### src/rtl/param_shift_register_pkg.sv
`default_nettype none
// ============================================================================
// Module      : param_shift_pkg
// Description : Mode and FSM state encodings shared by the shift register files.
// Revision    : 1.0 - initial release
// ============================================================================
package param_shift_pkg;

    localparam logic [1:0] MODE_HOLD = 2'b00;
    localparam logic [1:0] MODE_SHR  = 2'b01;
    localparam logic [1:0] MODE_SHL  = 2'b10;
    localparam logic [1:0] MODE_LOAD = 2'b11;

    localparam logic [0:0] ST_IDLE = 1'b0;
    localparam logic [0:0] ST_RUN  = 1'b1;

endpackage
`default_nettype wire

### src/rtl/param_shift_register_shift_core.sv
`default_nettype none
// ============================================================================
// Module      : shift_core
// Description : WIDTH-bit register with hold / shift-right / shift-left / load mux.
// Revision    : 1.0 - initial release
// ============================================================================
module shift_core
    import param_shift_pkg::*;
#(
    parameter int WIDTH = 8
) (
    input  logic             clock,
    input  logic             reset,
    input  logic             en,
    input  logic [1:0]       mode,
    input  logic             ser_in_msb,
    input  logic             ser_in_lsb,
    input  logic [WIDTH-1:0] datain,
    output logic [WIDTH-1:0] dout
);

    logic [WIDTH-1:0] dout_d;
    logic [WIDTH-1:0] dout_q;

    always_comb begin
        dout_d = dout_q;
        if (en) begin
            case (mode)
                MODE_SHR:  dout_d = {ser_in_msb, dout_q[WIDTH-1:1]};
                MODE_SHL:  dout_d = {dout_q[WIDTH-2:0], ser_in_lsb};
                MODE_LOAD: dout_d = datain;
                default:   dout_d = dout_q;
            endcase
        end
    end

    always_ff @(posedge clock) begin
        if (reset) begin
            dout_q <= '0;
        end else begin
            dout_q <= dout_d;
        end
    end

    assign dout = dout_q;

endmodule
`default_nettype wire

### src/rtl/param_shift_register.sv
`default_nettype none
// ============================================================================
// Module      : param_shift_register
// Description : Mode-controlled shift register with an LSB-first auto-serialiser.
//               Define PARAM_SHIFT_PARITY_EN to append a parity bit to each word.
// Revision    : 1.0 - initial release
// ============================================================================
module param_shift_register
    import param_shift_pkg::*;
#(
    parameter int WIDTH = 8,
    parameter int CNT_W = $clog2(WIDTH + 2)
) (
    input  logic             clock,
    input  logic             reset,
    input  logic             en,
    input  logic [1:0]       mode,
    input  logic             ser_in_msb,
    input  logic             ser_in_lsb,
    input  logic [WIDTH-1:0] datain,
    input  logic             start,
    output logic [WIDTH-1:0] dout,
    output logic             ser_out,
    output logic             busy,
    output logic             done,
    output logic [CNT_W-1:0] shift_cnt
`ifdef PARAM_SHIFT_PARITY_EN
    ,
    output logic             parity_out
`endif
);

    localparam logic [CNT_W-1:0] CNT_ONE = CNT_W'(1);
`ifdef PARAM_SHIFT_PARITY_EN
    localparam logic [CNT_W-1:0] RUN_LEN = CNT_W'(WIDTH + 1);
`else
    localparam logic [CNT_W-1:0] RUN_LEN = CNT_W'(WIDTH);
`endif

    logic [0:0]       state_d, state_q;
    logic [CNT_W-1:0] cnt_d, cnt_q;
    logic             done_d, done_q;
    logic             busy_d, busy_q;
    logic             core_en;
    logic [1:0]       core_mode;

    shift_core #(
        .WIDTH (WIDTH)
    ) u_core (
        .clock      (clock),
        .reset      (reset),
        .en         (core_en),
        .mode       (core_mode),
        .ser_in_msb (ser_in_msb),
        .ser_in_lsb (ser_in_lsb),
        .datain     (datain),
        .dout       (dout)
    );

    always_ff @(posedge clock) begin
        if (reset) begin
            state_q <= ST_IDLE;
            cnt_q   <= '0;
            done_q  <= 1'b0;
            busy_q  <= 1'b0;
        end else begin
            state_q <= state_d;
            cnt_q   <= cnt_d;
            done_q  <= done_d;
            busy_q  <= busy_d;
        end
    end

    always_comb begin
        state_d = state_q;
        cnt_d   = cnt_q;
        done_d  = 1'b0;
        case (state_q)
            ST_IDLE: begin
                if (start) begin
                    state_d = ST_RUN;
                    cnt_d   = RUN_LEN;
                end
            end
            default: begin
                cnt_d = cnt_q - CNT_ONE;
                if (cnt_q == CNT_ONE) begin
                    state_d = ST_IDLE;
                    done_d  = 1'b1;
                end
            end
        endcase
        busy_d = (state_d == ST_RUN);
    end

`ifdef PARAM_SHIFT_PARITY_EN
    logic parity_d, parity_q;

    always_comb begin
        parity_d = parity_q;
        if (state_q == ST_IDLE && start) begin
            parity_d = ^datain;
        end
    end

    always_ff @(posedge clock) begin
        if (reset) begin
            parity_q <= 1'b0;
        end else begin
            parity_q <= parity_d;
        end
    end

    assign parity_out = parity_q;
`endif

    // start overrides the user mode in IDLE; RUN always forces a right shift
    always_comb begin
        core_en   = en;
        core_mode = mode;
        ser_out   = dout[0];
        if (state_q == ST_IDLE) begin
            if (start) begin
                core_en   = 1'b1;
                core_mode = MODE_LOAD;
            end
        end else begin
            core_en   = 1'b1;
            core_mode = MODE_SHR;
`ifdef PARAM_SHIFT_PARITY_EN
            if (cnt_q == CNT_ONE) begin
                core_en = 1'b0;
                ser_out = parity_q;
            end
`endif
        end
    end

    assign busy      = busy_q;
    assign done      = done_q;
    assign shift_cnt = cnt_q;

endmodule
`default_nettype wire

### config.mk
export PLATFORM = sky130hd
export DESIGN_NAME = param_shift_register
export DESIGN_NICKNAME = d
export VERILOG_FILES = /design/src/rtl/param_shift_register_pkg.sv /design/src/rtl/param_shift_register_shift_core.sv /design/src/rtl/param_shift_register.sv
export SDC_FILE = /design/constraint.sdc
export NUM_CORES = 1
export LEC_CHECK = 0
export ABC_CLOCK_PERIOD_IN_PS = 2500
export CAP_MARGIN = 20
export CELL_PAD_IN_SITES_DETAIL_PLACEMENT = 0
export CELL_PAD_IN_SITES_GLOBAL_PLACEMENT = 1
export CORE_ASPECT_RATIO = 1.1
export CORE_MARGIN = 2
export CORE_UTILIZATION = 30
export CTS_CLUSTER_SIZE = 40
export DETAILED_ROUTE_END_ITERATION = 8
export PLACE_DENSITY = 0.79
export SETUP_SLACK_MARGIN = 0.1
export SYNTH_ARGS = -nofsm -noshare
export SYNTH_HDL_FRONTEND = slang
export SYNTH_SLANG_ARGS = --single-unit
### constraint.sdc
create_clock -name clock -period 2.5 [get_ports clock]
set_input_delay 0.25 -clock clock [delete_from_list [all_inputs] [get_ports clock]]
set_output_delay 0.25 -clock clock [all_outputs]
set_load 0.02 [all_outputs]
==> flow_metrics.env, run 1 <==
export IMPL_fmax_mhz=497.0
export IMPL_drv_slew=0
export IMPL_final_util_pct=42.98
export IMPL_numCtsBuffers=3
export IMPL_synth_edf_count=0
export IMPL_ys_async_sr_fraction_pct=0
export IMPL_ctsHoldBuffers=0
export IMPL_cts_sinks=14
export IMPL_hp_start="datain[3]"
export IMPL_via_per_inst=5.526
export IMPL_finalCritPeriodShare_pct=80.49
export IMPL_worst_slew_pin_slew_ns=0.6520
export IMPL_num_vias=851
export IMPL_syn_area_per_cell_um2=8.956
export IMPL_powerDensity_nw_per_um2=539.3
export IMPL_crit_path_max_fanout=19
export IMPL_rsz0062_at_grt="no"
export IMPL_drtIter0Drc=28
export IMPL_diodes=0
export IMPL_fin_tns_setup_ns=0
export IMPL_ys_ff_latch=14
export IMPL_path_buf_inv=1
export IMPL_setup_violations=0
export IMPL_drive_gt1_share_pct=9.917
export IMPL_cp_cell_sequence="clkdlybuf4s50_1"
export IMPL_syn_area_um2=850.8
export IMPL_critPathArrivalTime_ns=1.76
export IMPL_synth_top_flop_cell="dfxtp_1"
export IMPL_slowest_stage="dfxtp_1"
export IMPL_avgRoutedWirePerCell_um=15.23
export IMPL_num_rows=20
export IMPL_die_y_um=59.86
export IMPL_root_buffer="clkbuf_4"
export IMPL_yosysMostFrequentCell="dfxtp_1"
export IMPL_grt_overflow_total=0
export IMPL_yosysUniqueCellTypes=35
export IMPL_nNetsFinal=140
export IMPL_synth_common_cells="dfxtp_1 (14), nand3_1 (8), nand3b_1 (7), nor3_1 (7)"
export IMPL_period_minus_slack_ns=2.012
export IMPL_fillers=283
export IMPL_whs_ns=0.5556
export IMPL_yosys_area_top_type_share_pct=32.94
export IMPL_synth_area_leaders="dfxtp_1 (33%), nand3b_1 (6.2%), a211oi_1 (5.3%), a22oi_1 (5.3%), nand3_1 (4.7%)"
export IMPL_cp_top_family="flip-flops"
export IMPL_crit_type="register to output port"
export IMPL_worstPathRequired_ns=2.25
export IMPL_crit_path_start="busy"
export IMPL_grt_pass1_wl_um=3705
export IMPL_syn_nets=113
export IMPL_final_hold_viol_count=0
export IMPL_crit_path_end_kind="output port"
export IMPL_ir_drop_uv=279.2
export IMPL_antenna_found_initial=0
export IMPL_timing_slew_headroom_pct=56.47
export IMPL_slowest_delay_ns=0.75
export IMPL_crit_path_start_kind="register"
export IMPL_cts_resized_gates=0
export IMPL_power_leakage_nw=0.3947
export IMPL_synth_top_area_cell="dfxtp_1"
export IMPL_cts_setup_buffers=0
export IMPL_initial_utilization_pct=31.19
export IMPL_drc=0
export IMPL_ys_warn_count=0
export IMPL_syn_inst=95
export IMPL_htreeDepth=1
export IMPL_first_pass_iters=4
export IMPL_core_um2=2728
export IMPL_yosysSeqAreaShare_pct=32.94
export IMPL_fin_skew_ns=0.005613
export IMPL_cts_path_max_buffers=2
export IMPL_ant_nets=0
export IMPL_syn_to_final_growth_pct=37.79
export IMPL_ioPinCount=31
export IMPL_grtUsageTotal_pct=15.74
export IMPL_cts_tree="built"
export IMPL_portBuffers=30
export IMPL_status="finished clean"
export IMPL_wl_um=2346
export IMPL_grt_pass1_vias=777
export IMPL_grt_max_degree=20
export IMPL_hpwl_um=1652
export IMPL_cap_viol_max_count=0
export IMPL_place_congestion=0.7451
export IMPL_dieWidth_um=54.78
export IMPL_timing_rr_start="busy"
export IMPL_clkLatencyLatePin_ns=0.28
export IMPL_path_clk_slew_ns=0.09
export IMPL_hp_class="primary input to register"
export IMPL_dieArea_um2=3279
final timing paths:
kind	end	slack, ns	depth (start not counted)
setup / recovery	busy	0.49	1
hold / removal	u_core.dout[3]	0.56	3
setup reg to reg	u_core.dout[2]	0.88	3
hold reg to reg	shift_cnt[2]	0.56	2
sequential cells by signal, indices dropped and copies added, names as in the netlist:
signal / cells
shift_cnt: 4
u_core.dout: 8
busy: 1
done: 1
where the power goes:
group / switching [mW] / internal (mW)
Clock: 0.0782 / 0.0885
Sequential: 0.0285 / 0.243
Combinational: 0.0951 / 0.0990
worst min-delay path: cells and delay by family:
family | cells | cell delay (ns)
compound gates | 1 | 0.06
buf+inv | 1 | 0.40
simple gates | 1 | 0.08
metal layers:
layer  vias up  share of wire (%)  global-route usage, %
li1        411                  -                      -
met1       411                 46                  21.10
met2        27                 48                  24.49
met3         2                5.8                  2.750
met4         0               0.77                  6.429
met5         -                  0                      0
area by class of cell:
type	count	area, µm²	share of cell area (%)
Multi-Input combinational cell	70	503.0	42.90
Timing Repair Buffer	30	300.3	25.61
Sequential cell	14	280.3	23.91
Tap cell	33	41.29	3.522
Clock buffer	4	36.28	3.095
Inverter	3	11.26	0.9605
cells by family (layout without fill, tap and decap cells):
group           after synthesis  in the layout  synth area share, %
compound gates               30             30                28.82
fa+ha+maj                     2              2                2.941
buf+inv                      11             37                7.939
flops                        14             14                32.94
mux                           1              1                1.177
simple gates                 37             37                26.18
per-stage QoR:
| step | power, mW | cell area [µm²] | cells | setup slack (ns) |
|---|---|---|---|---|
| after floorplan | 0.3883 | 850.8 | 95 | 1.223 |
| after global placement | 0.4695 | 1136 | 150 | 0.7157 |
| after detailed placement | 0.4716 | 1136 | 150 | 0.6901 |
| after CTS | 0.6418 | 1172 | 154 | 0.4732 |
| after global routing | 0.6710 | 1172 | 154 | 0.4235 |
| final | 0.6323 | 1172 | 154 | 0.4879 |
layout by cell type (no fill, tap or decap), drive strengths merged, types with 3 or more instances in the layout:
cell type	instances
a211oi	7
a21oi	4
a22oi	6
a311oi	4
clkbuf	4
clkdlybuf4s50	30
dfxtp	14
inv	3
nand3	8
nand3b	7
nor2	5
nor3	9
No activity file was read; power rests on OpenSTA's default activity.
==> inputs of run 2 (changes only) <==
- ABC_CLOCK_PERIOD_IN_PS: 2500 -> 1940
- clock period: 2.5 -> 1.94 ns (I/O delays scaled with it)
==> flow_metrics.env, run 2 (synthesis results as in run 1) <==
export IMPL_status="finished clean"
export IMPL_crit_path_start_kind="register"
export IMPL_power_frac_comb_pct=31.7
export IMPL_numCtsBuffers=3
export IMPL_p_clk_share_pct=26.7
export IMPL_cts_resized_gates=0
export IMPL_slowest_delay_ns=0.65
export IMPL_crit_type="register to output port"
export IMPL_switching_share_pct=32.29
export IMPL_initial_utilization_pct=31.19
export IMPL_final_cell_mix="clkdlybuf4s50_1 (30), dfxtp_1 (14), nand3_1 (8)"
export IMPL_syn_to_final_growth_pct=39.56
export IMPL_portBuffers=30
export IMPL_cts_path_max_buffers=2
export IMPL_hp_class="primary input to register"
export IMPL_powerDensity_nw_per_um2=695.0
export IMPL_final_common_cell="clkdlybuf4s50_1"
export IMPL_dpl_worst_slack_ns=0.2163
export IMPL_grt_overflow_total=0
export IMPL_critPathArrivalTime_ns=1.38
export IMPL_grt_pass1_vias=817
export IMPL_hold_depth=3
export IMPL_num_rows=20
export IMPL_finalCritPeriodShare_pct=81.32
export IMPL_grt_pass1_wl_um=3905
export IMPL_num_vias=858
export IMPL_via_per_inst=5.500
export IMPL_p_seq_share_pct=41.6
export IMPL_place_congestion=0.7718
export IMPL_cp_cell_sequence="clkdlybuf4s50_1"
export IMPL_power_leakage_nw=0.4045
export IMPL_largest_reg_flops=8
export IMPL_diodes=0
export IMPL_htreeDepth=1
export IMPL_dieArea_um2=3279
export IMPL_ctsHoldBuffers=0
export IMPL_place_area_um2=1151
export IMPL_fin_tns_setup_ns=0
export IMPL_hp_start="datain[1]"
export IMPL_drc=0
export IMPL_rsz0062_at_grt="no"
export IMPL_die_y_um=59.86
export IMPL_timing_rr_start="busy"
export IMPL_nNetsFinal=142
export IMPL_first_pass_iters=4
export IMPL_crit_path_max_fanout=6
export IMPL_setup_violations=0
export IMPL_root_buffer="clkbuf_4"
export IMPL_fin_skew_ns=0.003510
export IMPL_setup_slack_ns=0.3624
export IMPL_core_um2=2728
export IMPL_total_power_uw=825.3
export IMPL_r2r_end="u_core.dout[2]"
export IMPL_ir_drop_uv=409.7
export IMPL_avgRoutedWirePerCell_um=15.31
export IMPL_drv_slew=0
export IMPL_cts_setup_buffers=0
export IMPL_path_clk_slew_ns=0.09
export IMPL_crit_path_end_kind="output port"
export IMPL_reg2reg_depth=4
export IMPL_dieWidth_um=54.78
export IMPL_drtIter0Drc=21
export IMPL_antenna_found_initial=0
export IMPL_p_int_uw=558.8
export IMPL_stdcell_area_um2=1187
export IMPL_power_switching_uw=266.5
export IMPL_cts_sinks=14
export IMPL_clkLatencyLatePin_ns=0.29
export IMPL_slowest_stage="clkdlybuf4s50_1"
export IMPL_period_minus_slack_ns=1.578
export IMPL_grtUsageTotal_pct=16.08
export IMPL_final_hold_viol_count=0
export IMPL_hold_end="u_core.dout[1]"
export IMPL_timing_slew_headroom_pct=61.15
export IMPL_drive_gt1_share_pct=11.38
export IMPL_ant_nets=0
export IMPL_hpwl_um=1665
export IMPL_worst_slew_pin_slew_ns=0.5809
export IMPL_ioPinCount=31
export IMPL_grt_max_degree=16
export IMPL_cp_top_family="buffers and inverters"
export IMPL_fmax_mhz=633.9
export IMPL_path_buf_inv=1
export IMPL_cap_viol_max_count=0
export IMPL_regToRegSetupSlack_ns=0.58
export IMPL_worstPathRequired_ns=1.75
export IMPL_cts_tree="built"
export IMPL_wl_um=2389
run 2: cell types whose count changed in the layout (fill, tap and decap cells not counted), sizes merged:
cell / change
buf: +2
run 2: layout make-up:
cell class | instances | area [µm²]
Multi-Input combinational cell | 70 | 503.0
Sequential cell | 14 | 280.3
Tap cell | 33 | 41.29
Clock buffer | 4 | 36.28
Fill cell | 265 | 1540
Inverter | 3 | 11.26
Timing Repair Buffer | 32 | 315.3
run 2: how the worst max path moves through the flow:
stage	start	endpoint	cells after the start
final	shift_cnt[0]	shift_cnt[0]	1
after global routing	shift_cnt[0]	shift_cnt[0]	1
after CTS	shift_cnt[0]	shift_cnt[0]	1
after detailed placement	en	u_core.dout[3]	4
after global placement	en	u_core.dout[0]	4
after floorplan	busy	shift_cnt[3]	5
run 2: per-stage QoR:
stage	instances	hold WS (ns)	utilization, %
floorplan	95	0.2619	-
global placement	152	0.5295	42.20
detailed placement	152	0.5362	42.20
CTS	156	0.4860	43.53
global route	156	0.5016	43.53
finish	156	0.4934	43.53
run 2: worst reg2reg max path, delay by kind of cell (launching register included):
family	cells	cell delay, ns
and+or+nand+nor	2	0.45
buffers and inverters	1	0.20
DFF	1	0.35
AOI/OAI and AO/OA	1	0.26
run 2: routing by layer:
metal / track usage [%] / vias up / wire length, µm
li1: - / 415 / -
met1: 21.19 / 417 / 1102
met2: 25.68 / 24 / 1147
met3: 4.750 / 2 / 126
met4: 3.214 / 0 / 13
met5: 0 / - / 0
run 2: power by group through the flow:
stage	clock, mW	combinational (mW)	sequential (mW)
2_1_floorplan	0	0.127	0.374
3_3_place_gp	0	0.260	0.349
3_5_place_dp	0	0.261	0.349
4_1_cts	0.230	0.262	0.343
5_1_grt	0.235	0.284	0.348
6_report	0.220	0.262	0.343
==> inputs of run 3 (changes only) <==
- ABC_CLOCK_PERIOD_IN_PS: 1940 -> 1300
- CORE_UTILIZATION: 30 -> 28
- PLACE_DENSITY: 0.79 -> 0.77
- clock period: 1.94 -> 1.3 ns (I/O delays scaled with it)
==> flow_metrics.env, run 3 (synthesis results as in run 1) <==
export IMPL_status="finished clean"
export IMPL_drive_gt1_share_pct=27.14
export IMPL_fin_skew_ns=0.005379
export IMPL_ir_drop_uv=602.0
export IMPL_slowest_stage="dfxtp_4"
export IMPL_via_per_inst=5.306
export IMPL_crit_path_start_kind="register"
export IMPL_path_clk_slew_ns=0.09
export IMPL_nNetsFinal=160
export IMPL_dieArea_um2=3496
export IMPL_antenna_found_initial=0
export IMPL_cts_sinks=14
export IMPL_root_buffer="clkbuf_4"
export IMPL_powerDensity_nw_per_um2=895.1
export IMPL_grt_max_degree=10
export IMPL_grt_overflow_total=0
export IMPL_ctsHoldBuffers=0
export IMPL_cts_path_max_buffers=2
export IMPL_fillers=303
export IMPL_final_hold_viol_count=0
export IMPL_setup_violations=0
export IMPL_diodes=0
export IMPL_grt_pass1_vias=862
export IMPL_drv_slew=0
export IMPL_slowest_delay_ns=0.37
export IMPL_timing_slew_headroom_pct=72.68
export IMPL_finalCritPeriodShare_pct=97.36
export IMPL_dieWidth_um=56.56
export IMPL_place_area_um2=1266
export IMPL_crit_path_end_kind="register"
export IMPL_fin_tns_setup_ns=0
export IMPL_hpwl_um=1792
export IMPL_crit_type="register to register"
export IMPL_num_vias=918
export IMPL_setup_slack_ns=0.03438
export IMPL_fmax_mhz=790.1
export IMPL_htreeDepth=1
export IMPL_cap_viol_max_count=0
export IMPL_die_y_um=61.82
export IMPL_drtIter0Drc=24
export IMPL_initial_utilization_pct=30.09
export IMPL_ioPinCount=31
export IMPL_numCtsBuffers=3
export IMPL_drc=0
export IMPL_rsz0062_at_grt="yes"
export IMPL_final_common_cell="buf_4"
export IMPL_critPathArrivalTime_ns=1.42
export IMPL_avgRoutedWirePerCell_um=14.63
export IMPL_stdcell_area_um2=1339
export IMPL_power_leakage_nw=0.5375
export IMPL_dpl_worst_slack_ns=-0.2650
export IMPL_period_minus_slack_ns=1.266
export IMPL_clkLatencyLatePin_ns=0.28
export IMPL_syn_to_final_growth_pct=57.35
export IMPL_place_congestion=0.7954
export IMPL_grt_pass1_wl_um=3919
export IMPL_total_power_mw=1.198
export IMPL_cp_cell_sequence="or2_1, nor3_1, a211oi_2"
export IMPL_num_rows=20
export IMPL_ant_nets=0
export IMPL_stdcell_count=173
export IMPL_dpl_cell_count=167
export IMPL_worstPathRequired_ns=1.46
export IMPL_first_pass_iters=5
export IMPL_core_um2=2828
export IMPL_final_cell_mix="buf_4 (17), clkdlybuf4s50_1 (14), dfxtp_1 (12), dlygate4sd2_1 (12), nand3_1 (8)"
export IMPL_cts_tree="built"
export IMPL_hp_class="primary input to register"
export IMPL_worst_slew_pin_slew_ns=0.4097
export IMPL_portBuffers=30
export IMPL_crit_path_max_fanout=9
export IMPL_grtUsageTotal_pct=14.39
export IMPL_wl_um=2531
export IMPL_largest_reg_flops=8
run 3: metal layers:
layer / track usage [%] / wire, µm
met3: 2.484 / 114
met4: 8.163 / 51
met5: 0 / 0
met2: 22.59 / 1147
met1: 18.99 / 1218
run 3: metrics by stage:
stage / hold WS, ns / util (%)
final: 0.4420 / 47.35
after global routing: 0.4313 / 47.35
after floorplan: 0.1947 / -
after detailed placement: 0.5329 / 44.78
after global placement: 0.5240 / 44.78
after CTS: 0.4344 / 45.58
run 3: critical path, delay by kind of cell, from the launching register on:
kind	cells	cell delay, ns
compound gates	1	0.08
flops	1	0.37
simple gates	2	0.69
run 3: layout make-up:
type	instances	area (µm²)	share of cell area, %
Timing Repair Buffer	50	441.7	32.99
Multi-Input combinational cell	70	533.0	39.81
Inverter	3	15.01	1.121
Sequential cell	14	285.3	21.31
Clock buffer	3	22.52	1.682
Tap cell	33	41.29	3.084
run 3: where the power goes:
part | switching, mW | internal (mW)
clock network | 0.144 | 0.107
logic | 0.216 | 0.221
registers | 0.0417 | 0.468
run 3: final timing paths:
| check | startpoint | end | slack (ns) | cells after the start |
|---|---|---|---|---|
| worst max-delay path | busy | u_core.dout[1] | 0.03 | 3 |
| worst max register to register | busy | u_core.dout[1] | 0.03 | 3 |
| worst min register to register | shift_cnt[2] | shift_cnt[2] | 0.54 | 2 |
| worst min-delay path | datain[3] | u_core.dout[3] | 0.44 | 3 |
run 3: repair_timing:
item | CTS | global route
pin swaps | 12 | 3
gates resized for setup | 20 | 11
setup buffers | 1 | 2
endpoints found under the hold margin | 0 | 0
setup endpoints to repair | 24 | 13
